## config.mk

```make
export PLATFORM = sky130hd
export DESIGN_NAME = interval_meter
export DESIGN_NICKNAME = d
export VERILOG_FILES = /design/src/rtl/interval_meter.sv
export SDC_FILE = /design/constraint.sdc
export NUM_CORES = 1
export LEC_CHECK = 0
export ABC_AREA = 1
export ABC_CLOCK_PERIOD_IN_PS = 2340
export BUFFER_PORTS_ARGS = -buffer_cell sky130_fd_sc_hd__buf_4
export CORE_ASPECT_RATIO = 1.75
export CORE_UTILIZATION = 49
export DETAILED_ROUTE_END_ITERATION = 8
export PLACE_DENSITY = 0.75
export SLEW_MARGIN = 20
export SYNTH_ARGS = -nofsm -noshare
export SYNTH_HDL_FRONTEND = slang
export SYNTH_SLANG_ARGS = --single-unit
```

## constraint.sdc

```tcl
create_clock -name clk -period 2.34 [get_ports clk]
set_input_delay 0.585 -clock clk [delete_from_list [all_inputs] [get_ports clk]]
set_output_delay 0.585 -clock clk [all_outputs]
set_load 0.02 [all_outputs]
```

## src/rtl/interval_meter.sv

```systemverilog
// Interval meter: counts whole ticks of TICK_US microseconds between a start
// and a stop event, saturating at all-ones with an overflow flag.
module interval_meter #(
  parameter int unsigned CLKFREQ_MHZ = 100,
  parameter int unsigned TICK_US     = 1000,
  parameter int unsigned CW          = 16
) (
  input  logic          clk,
  input  logic          rst,
  input  logic          start,
  input  logic          stop,
  output logic [CW-1:0] count,
  output logic          valid,
  output logic          busy,
  output logic          ovf
);

  localparam int unsigned TICK_CYCLES = CLKFREQ_MHZ * TICK_US;
  localparam int unsigned PW          = $clog2(TICK_CYCLES);

  if (TICK_CYCLES < 2) begin : g_bad_tick
    $error("interval_meter: TICK_CYCLES must be at least 2");
  end

  localparam logic [PW-1:0] PRE_LAST = PW'(TICK_CYCLES - 1);
  localparam logic [CW-1:0] CNT_MAX  = '1;

  typedef enum logic [1:0] {
    IDLE = 2'd0,
    RUN  = 2'd1,
    DONE = 2'd2
  } state_t;

  state_t        state, state_nx;
  logic [PW-1:0] pre, pre_nx;
  logic [CW-1:0] count_nx;
  logic          ovf_nx;
  logic          tick_c;

  // State, prescaler and result registers
  always_ff @(posedge clk) begin
    if (rst) begin
      state <= IDLE;
      pre   <= '0;
      count <= '0;
      ovf   <= 1'b0;
    end else begin
      state <= state_nx;
      pre   <= pre_nx;
      count <= count_nx;
      ovf   <= ovf_nx;
    end
  end

  // Next-state and datapath update; start always restarts from a clean slate
  always_comb begin
    state_nx = state;
    pre_nx   = pre;
    count_nx = count;
    ovf_nx   = ovf;
    tick_c   = (pre == PRE_LAST);

    case (state)
      IDLE, DONE: begin
        if (start) begin
          state_nx = RUN;
          pre_nx   = '0;
          count_nx = '0;
          ovf_nx   = 1'b0;
        end
      end
      RUN: begin
        if (start) begin
          pre_nx   = '0;
          count_nx = '0;
          ovf_nx   = 1'b0;
        end else begin
          // The stop edge still advances the prescaler and may land a tick
          if (tick_c) begin
            pre_nx = '0;
            if (count == CNT_MAX) begin
              ovf_nx = 1'b1;
            end else begin
              count_nx = count + CW'(1);
            end
          end else begin
            pre_nx = pre + PW'(1);
          end
          if (stop) begin
            state_nx = DONE;
          end
        end
      end
      default: begin
        state_nx = IDLE;
      end
    endcase
  end

  assign valid = (state == DONE);
  assign busy  = (state == RUN);

endmodule

```

; ---- After elaboration in Yosys (flattened, before gate mapping)
; Cells that the tools add are included.
[op_classes]
add_sub_neg = 2
n_eq_ne = 10
n_mux = 18
reduce_logical = 7
[ops]
columns = op, n
row1 = $mux W16, 4
row2 = $mux W17, 3
row3 = $pmux W17 S2, 1
row4 = $pmux W16 S2, 1
row5 = $add A17 B1 Y17 const B, 1
row6 = $eq A17 B17 Y1 const B, 1
row7 = $add A16 B1 Y16 const B, 1
row8 = $eq A16 B16 Y1 const B, 1
row9 = $reduce_and A4 Y1, 2
row10 = $mux W2, 3
row11 = $ne A2 B2 Y1 const B, 3
row12 = $ne A3 B2 Y1 const B, 2
row13 = $mux W1, 4
row14 = $pmux W2 S2, 1
row15 = $ne A3 B3 Y1 const B, 1
row16 = $reduce_and A3 Y1, 1
row17 = $eq A2 B1 Y1 const B, 1
row18 = $eq A2 B2 Y1 const B, 1
row19 = $logic_not A2 Y1, 1
row20 = $pmux W1 S2, 1
row21 = $reduce_and A2 Y1, 1
row22 = $reduce_bool A2 Y1, 1
row23 = $reduce_or A2 Y1, 1
[word_totals]
reg_bits = 36
in_bits = 4
out_inout_bits = 19
wordCells = 41

; ---- Depth between registers and ports, before layout
; Gate-level depths: netlist of the first run.
[logic_depth]
depth_word = 5
depth_mapped = 12
mapped_depth_nobuf = 11

; ---- Worst setup path before layout of the first run
; OpenSTA, ideal clock, no wires.
[synth_path]
kind = reg-to-reg
startpoint = reg count[0]
endpoint = reg count[3]
setup_time_ns = 0.066
t_arrival_ns = 1.644
required_ns = 2.274
path_slack_ns = 0.630
path_stages_with_launch = 9
path_buffers = 1
synth_period_minus_slack_ns = 1.710
cell_sequence = dfxtp_1 > ha_1 > nand3_1 > nor2_4 > nand3_4 > nand3_4 > buf_8 > nand2_1 > a21oi_2
[synth_via]
elab_chain_len = 5
word_cells_on_any_way = 8
cone_classes = add/sub: 1 / eq/ne: 2 / mux: 4 / reduce/logical: 1
[synth_lines]
columns = item, line
row1 = start: declaration, 12  ; output logic [CW-1:0] count,
row2 = start signal: assignment, 50  ; count <= count_nx;
row3 = $add A16 B1 Y16, 84  ; count_nx = count + CW'(1);
row4 = $mux W16, 81  ; if (count == CNT_MAX) begin
row5 = $mux W16, 79  ; if (tick_c) begin
row6 = $mux W16, 73  ; if (start) begin
row7 = $pmux W16 S2, 63  ; case (state)
; Several ways; a longest one is shown, not always the timed one. The select of a mux whose other input is x is not followed.
; A chain may end at the register's enable or synchronous reset.

; ---- Worst setup path after layout of the first run
[layout_path]
startpoint = reg pre[0]
endpoint = reg count[13]
[layout_via]
elab_chain_len = 3
[layout_lines]
columns = item, line
row1 = start: declaration, 35  ; logic [PW-1:0] pre, pre_nx;
row2 = start signal: assignment, 49  ; pre <= pre_nx;
row3 = $eq A17 B17 Y1, 61  ; tick_c = (pre == PRE_LAST);
row4 = $ne A3 B2 Y1 (no line), -
row5 = $reduce_and A4 Y1 (no line), -
; Every way passes these cells.

==> impl_metrics.csv, run 1 <==
group,metric,value,unit
route,drc_errors,0,
worst_setup_path,reg2regPathDepth,11,
worst_setup_path,arrival,2.09,ns
route,via_count,2240,
clock_network,clock_latency,0.29,ns
worst_hold_path,hold_end,"ovf",
timing,hold_viol_final,0,
synth,synth_cells,354,
synth,ys_types,29,
worst_hold_path,worstHoldPathType,"register to register",
floorplanning,start_util,50.7,%
synth,avgSynthCellArea,6.25,um^2
cells_and_area,drive_above_1_share,12.7,%
route,wirelength,5330,um
timing,final.min_clock_period,1.90,ns
timing,worstMarginPinSlew,0.430,ns
clock_network,cts.sinks,36,
timing,rsz0062_at_grt,"no",
clock_network,clkSlewWorstSetupHoldPaths,0.08,ns
cells_and_area,n_antenna_cell,0,
grt,overflow,0,
synth,synthesis.area,0.00221,mm^2
cells_and_area,final_core_util,57.5,%
grt,grt_pass1_wl,9250,um
timing,hold-worst-slack,0.470,ns
route,drt_iter0_drc,61,
floorplanning,core_area,0.00436,mm^2
worst_setup_path,end_kind,"register",
placed_design,dpl_worst_slack,0.455,ns
placed_design,io_buffers,22,
worst_hold_path,hold_path_depth,1,
route,via_per_inst,5.23,
clock_network,clock-root-buffer,"clkbuf_8",
timing,maxSlewHeadroom,71.1,%
timing,finClkSkew,0.0125,ns
worst_setup_path,slowest_delay,0.37,ns
placed_design,hpwl,3990,um
grt,antenna_found_initial,0,
floorplanning,die_area,0.00480,mm^2
pwr,power_frac_seq,49.1,%
cells_and_area,syn2layout_area_growth,13.5,%
grt,grt_max_degree,20,
route,ant_nets,0,
worst_hold_path,hp-start,"ovf",
pwr,swShare,27.1,%
worst_setup_path,r2r_start,"pre[0]",
worst_setup_path,crit_chain,"ha_1 -> nand2_1 -> inv_1 -> nand2_1 -> nor2_1 -> nand2_1 -> nand2_2 -> buf_4 -> nand3_4 -> nor2_1 -> nor2_1",
pwr,clkPwrFrac,37.1,%
timing,finalCritPeriodShare,81.3,%
route,wl_per_cell,12.4,um
synth,syn_nets,360,
timing,fin_ws,0.438,ns
clock_network,post_cts_buffers,0,
worst_setup_path,cp_slowest_cell,"dfxtp_1",
timing,maxSlewViolCount,0,
run,drv_cap,0,
cells_and_area,fillers,444,
pwr,internal_power,947,uW
grt,grt_pass1_vias,2166,
pwr,p_switching,352,uW
timing,setup_viol,0,
outcome,run_status,"finished, final reports clean",
worst_setup_path,crit_fanout,19,
clock_network,cts_buffer_depth,2,
grt,grt_usage,25.5,%
floorplanning,fp-row-count,32,
timing,finalSetupTns,0,ns
pwr,leakage,0.00110,uW
clock_network,cts_hold_buf,0,
worst_setup_path,crit_required,2.53,ns
worst_setup_path,r2r_setup_slack,0.44,ns
pwr,power_density,517,mW/mm^2
timing,max_freq,526,MHz
cells_and_area,final_nets,383,
clock_network,htreeDepth,2,
clock_network,cts_inserted_buffers,5,
floorplanning,pin_count,23,
floorplanning,dieWidth,52.8,um
pwr,vdd_drop_max,429,uV
floorplanning,die_h,90.9,um
route,drt_pass1_iterations,4,
placed_design,gp_congestion,0.911,
pwr,combPwrFrac,13.8,%
clock_network,cts_tree,"yes",
clock_network,cts.repair.resized,0,
worst_setup_path,path_delay_family,"simple AND/OR/NAND/NOR gates",
worst_setup_path,crit_type,"register to register",
synth,ys_ff_latch,36,
synth,yosysSeqAreaShare,32.6,%
worst_setup_path,cp-start-kind,"register",
synth,yosys_warnings,0,
worst_setup_path,cp_num_buf_inv,2,
worst_setup_path,rr_endpoint,"count[13]",
-- layer usage --
layer / GRT usage (%) / part of all wire, %
met1: 26.5 / 38
met3: 4.21 / 2.9
met2: 45.0 / 55
met4: 14.9 / 4.6
met5: 0 / 0
-- flip-flops by register name, summed over array words and instances (netlist names) --
name,cells
ovf,1
state,2
pre,17
count,16
-- worst max-delay path by stage --
stage,depth (start not counted),start,slack (ns),to
floorplan,8,count[0],0.63,count[3]
global route,11,pre[0],0.21,count[13]
CTS,11,pre[0],0.45,count[13]
detailed placement,11,pre[0],0.46,count[13]
finish,11,pre[0],0.44,count[13]
global placement,11,pre[0],0.51,count[13]
-- cells by family (layout without fill, tap and decap cells) --
| group | Yosys count | count (layout) | share of synthesized area, % |
|---|---|---|---|
| buffers and inverters | 63 | 86 | 11.9 |
| DFF | 36 | 36 | 32.6 |
| xor gates and xnor gates | 6 | 6 | 2.38 |
| and+or+nand+nor | 220 | 220 | 44.7 |
| AOI/OAI and AO/OA | 27 | 27 | 7.24 |
| adders and majority gates | 2 | 2 | 1.13 |
-- metrics by stage --
step / area, um^2 / total power (uW) / instances
after floorplan: 2210 / 782 / 354
after global placement: 2410 / 827 / 421
after detailed placement: 2410 / 830 / 421
after CTS: 2510 / 1310 / 428
after global routing: 2510 / 1360 / 428
final: 2510 / 1300 / 428
-- worst register-to-register path, stage by stage (launching register included) --
cell     delay (ns)
dfxtp_1        0.37
ha_1           0.19
nand2_1        0.09
inv_1          0.08
nand2_1        0.08
nor2_1         0.11
nand2_1        0.08
nand2_2        0.09
buf_4          0.24
nand3_4        0.21
nor2_1         0.21
nor2_1         0.05
-- synthesized netlist by cell type (all sizes together) --
cell type,count,share of area (%)
a21oi,12,3.1
nand2,95,16
or2,1,0.28
and3,1,0.28
a31o,2,0.79
nand3,26,7.0
o21ai,8,1.8
o21a,1,0.34
xnor2,1,0.40
dfxtp,36,33
buf,12,3.3
nand4,22,6.2
nor2,66,12
o22ai,2,0.57
inv,50,8.5
xor2,5,2.0
ha,2,1.1
clkinv,1,0.17
a211oi,2,0.68
nor3b,2,0.68
nor3,7,1.8
-- cell usage in the layout, fill, tap and decap left out, types with 6 or more instances in the layout --
cell type	n
nand2_1	92
nor2_1	63
inv_1	50
dfxtp_1	36
buf_4	28
nand3_1	24
nand4_1	22
a21oi_1	10
o21ai_0	8
clkbuf_8	7
nor3_1	6
-- layout make-up --
cell class / count / area (um^2) / share of cell area (%)
clock buffer: 7 / 96.3 / 3.84
tap: 51 / 63.8 / 2.54
multi-input combinational: 255 / 1230 / 48.9
timing repair buffer: 28 / 210 / 8.37
sequential: 36 / 721 / 28.7
inverter: 51 / 191 / 7.63
-- power groups by stage --
stage	clock, uW	combinational [uW]	sequential, uW
2_1_floorplan	0	122	660
3_3_place_gp	0	176	652
3_5_place_dp	0	178	652
4_1_cts	494	178	638
5_1_grt	520	200	640
6_report	482	179	638
(Power assumes the default switching activity.)
==> run 2, diff against run 1 <==
ABC_CLOCK_PERIOD_IN_PS = 1680   (was 2340)
PLACE_DENSITY = 0.78   (was 0.75)
clock period = 1.68 ns   (was 2.34 ns; I/O delays follow)
==> run 2 against run 1 <==
  * Die area is the same
  * Worst hold slack got worse by 0.14 ns
  * Flip-flop and latch count unchanged
  * Combinational power grew 80%
  * Routed wire length rose by 16%
  * Via count up 10%
  * Count of clock-buffer cells in the layout decreased by 1
  * Largest power group unchanged
  * Fmax rose by 15%
  * Register-to-register slack got worse by 0.41 ns
  * Final area grew 12%
  * Critical path type unchanged
  * First-iteration DRC count up 74%
  * Sequential share of layout area down 2.6 points
==> impl_metrics.csv, run 2 (synthesis gave the netlist of run 1 again) <==
group,metric,value,unit
outcome,run_status,"finished, final reports clean",
timing,fin_ws,0.0319,ns
worst_setup_path,cp_slowest_cell,"dfxtp_1",
placed_design,io_buffers,22,
pwr,vdd_drop_max,553,uV
worst_setup_path,cp_num_buf_inv,2,
placed_design,dpl_worst_slack,0.0118,ns
pwr,internal_power,1330,uW
placed_design,hpwl,4210,um
run,drv_cap,0,
clock_network,cts_buffer_depth,2,
worst_setup_path,arrival,1.84,ns
timing,finalSetupTns,0,ns
cells_and_area,final_nets,401,
worst_setup_path,slowest_delay,0.42,ns
pwr,leakage,0.00124,uW
timing,max_freq,607,MHz
timing,rsz0062_at_grt,"yes",
pwr,power_frac_seq,46.9,%
grt,grt_max_degree,20,
route,wirelength,6180,um
worst_setup_path,crit_type,"register to register",
timing,hold-worst-slack,0.328,ns
pwr,combPwrFrac,17.1,%
route,wl_per_cell,13.8,um
cells_and_area,final_core_util,64.1,%
worst_setup_path,end_kind,"register",
floorplanning,dieWidth,52.8,um
cells_and_area,regArea,732,um^2
pwr,power_density,674,mW/mm^2
clock_network,cts_tree,"yes",
worst_setup_path,crit_required,1.87,ns
cells_and_area,drive_above_1_share,22.2,%
clock_network,clkSlewWorstSetupHoldPaths,0.08,ns
grt,overflow,0,
floorplanning,core_area,0.00436,mm^2
pwr,p_switching,555,uW
timing,maxSlewHeadroom,71.3,%
worst_setup_path,cp-start-kind,"register",
cells_and_area,fin_cells,447,
grt,antenna_found_initial,0,
worst_hold_path,worstHoldPathType,"input port to register",
timing,worstMarginPinSlew,0.428,ns
timing,setup_viol,0,
route,drt_iter0_drc,106,
cells_and_area,multi_input_area,0.00131,mm^2
clock_network,cts_hold_buf,0,
worst_setup_path,worst_path_most_repeated_cell,"nand2_1",
cells_and_area,final_common_cell,"nand2_1",
floorplanning,pin_count,23,
clock_network,cts.sinks,36,
timing,hold_viol_final,0,
timing,finClkSkew,0.00384,ns
clock_network,htreeDepth,2,
pwr,clkPwrFrac,36.0,%
pwr,swShare,29.5,%
worst_setup_path,crit_fanout,10,
cells_and_area,reg_top3,"pre x17, count x16, state x2",
grt,grt_pass1_wl,9430,um
route,via_per_inst,5.53,
floorplanning,die_h,90.9,um
timing,finalCritPeriodShare,98.1,%
floorplanning,fp-row-count,32,
route,via_count,2474,
timing,maxSlewViolCount,0,
cells_and_area,syn2layout_area_growth,26.5,%
route,drt_pass1_iterations,4,
worst_setup_path,path_delay_family,"simple AND/OR/NAND/NOR gates",
cells_and_area,final_cell_mix,"nand2_1 (89), nor2_1 (58), inv_1 (48)",
route,ant_nets,0,
placed_design,placedCellCount,433,
cells_and_area,n_antenna_cell,0,
cells_and_area,largest_reg_flops,17,
worst_setup_path,crit_chain,"nand2_1 -> inv_1 -> nand2_1 -> nor2_4 -> nand3_2 -> nand4_1 -> nand2_1 -> inv_1 -> nor2_1",
floorplanning,die_area,0.00480,mm^2
cells_and_area,fillers,406,
grt,grt_usage,25.9,%
route,drc_errors,0,
grt,grt_pass1_vias,2315,
floorplanning,start_util,50.7,%
clock_network,clock-root-buffer,"clkbuf_8",
clock_network,cts_inserted_buffers,5,
cells_and_area,top_register,"pre",
placed_design,gp_congestion,0.858,
timing,final.min_clock_period,1.65,ns
clock_network,clock_latency,0.29,ns
## run 2: final timing paths
path                   end  depth (start not counted)  startpoint  slack, ns
hold reg to reg     pre[1]                          2      pre[1]       0.52
hold / removal    state[0]                          2        stop       0.33
setup / recovery  count[8]                          9    count[7]       0.03
setup reg to reg  count[8]                          9    count[7]       0.03
## run 2: cell type report
class / count / share of cell area [%]
clock buffers: 6 / 2.95
clock inverters: 2 / 0.536
inverters: 51 / 6.84
multi-input cells: 257 / 46.8
flip-flops and latches: 36 / 26.2
well taps: 51 / 2.28
repair buffers: 44 / 14.4
## run 2: repair_timing
item	CTS	global route
gates resized for setup	0	24
hold endpoints to repair	0	0
setup endpoints to repair	0	30
setup buffers	0	2
## run 2: stage by stage
step | power [uW] | area [um^2]
detailed placement | 1190 | 2540
finish | 1890 | 2800
global placement | 1190 | 2540
CTS | 1860 | 2640
floorplan | 1090 | 2210
global route | 1960 | 2800
## run 2: worst register-to-register path: stages, from the launching register on
cell     delay, ns
dfxtp_1       0.42
nand2_1       0.13
inv_1         0.08
nand2_1       0.08
nor2_4        0.20
nand3_2       0.26
nand4_1       0.22
nand2_1       0.08
inv_1         0.05
nor2_1        0.03
## run 2: power by group through the flow
stage	sequential, uW	combinational [uW]	clock [uW]
floorplan	919	170	0
global placement	904	282	0
detailed placement	905	284	0
CTS	885	286	687
global route	887	351	720
finish	885	322	679
## run 2: metal layers
metal / share of wire (%) / vias to the layer above / track usage, %
li1: - / 1216 / -
met1: 36 / 1130 / 24.6
met2: 54 / 99 / 47.7
met3: 4.8 / 29 / 4.21
met4: 4.5 / 0 / 16.0
met5: 0 / - / 0
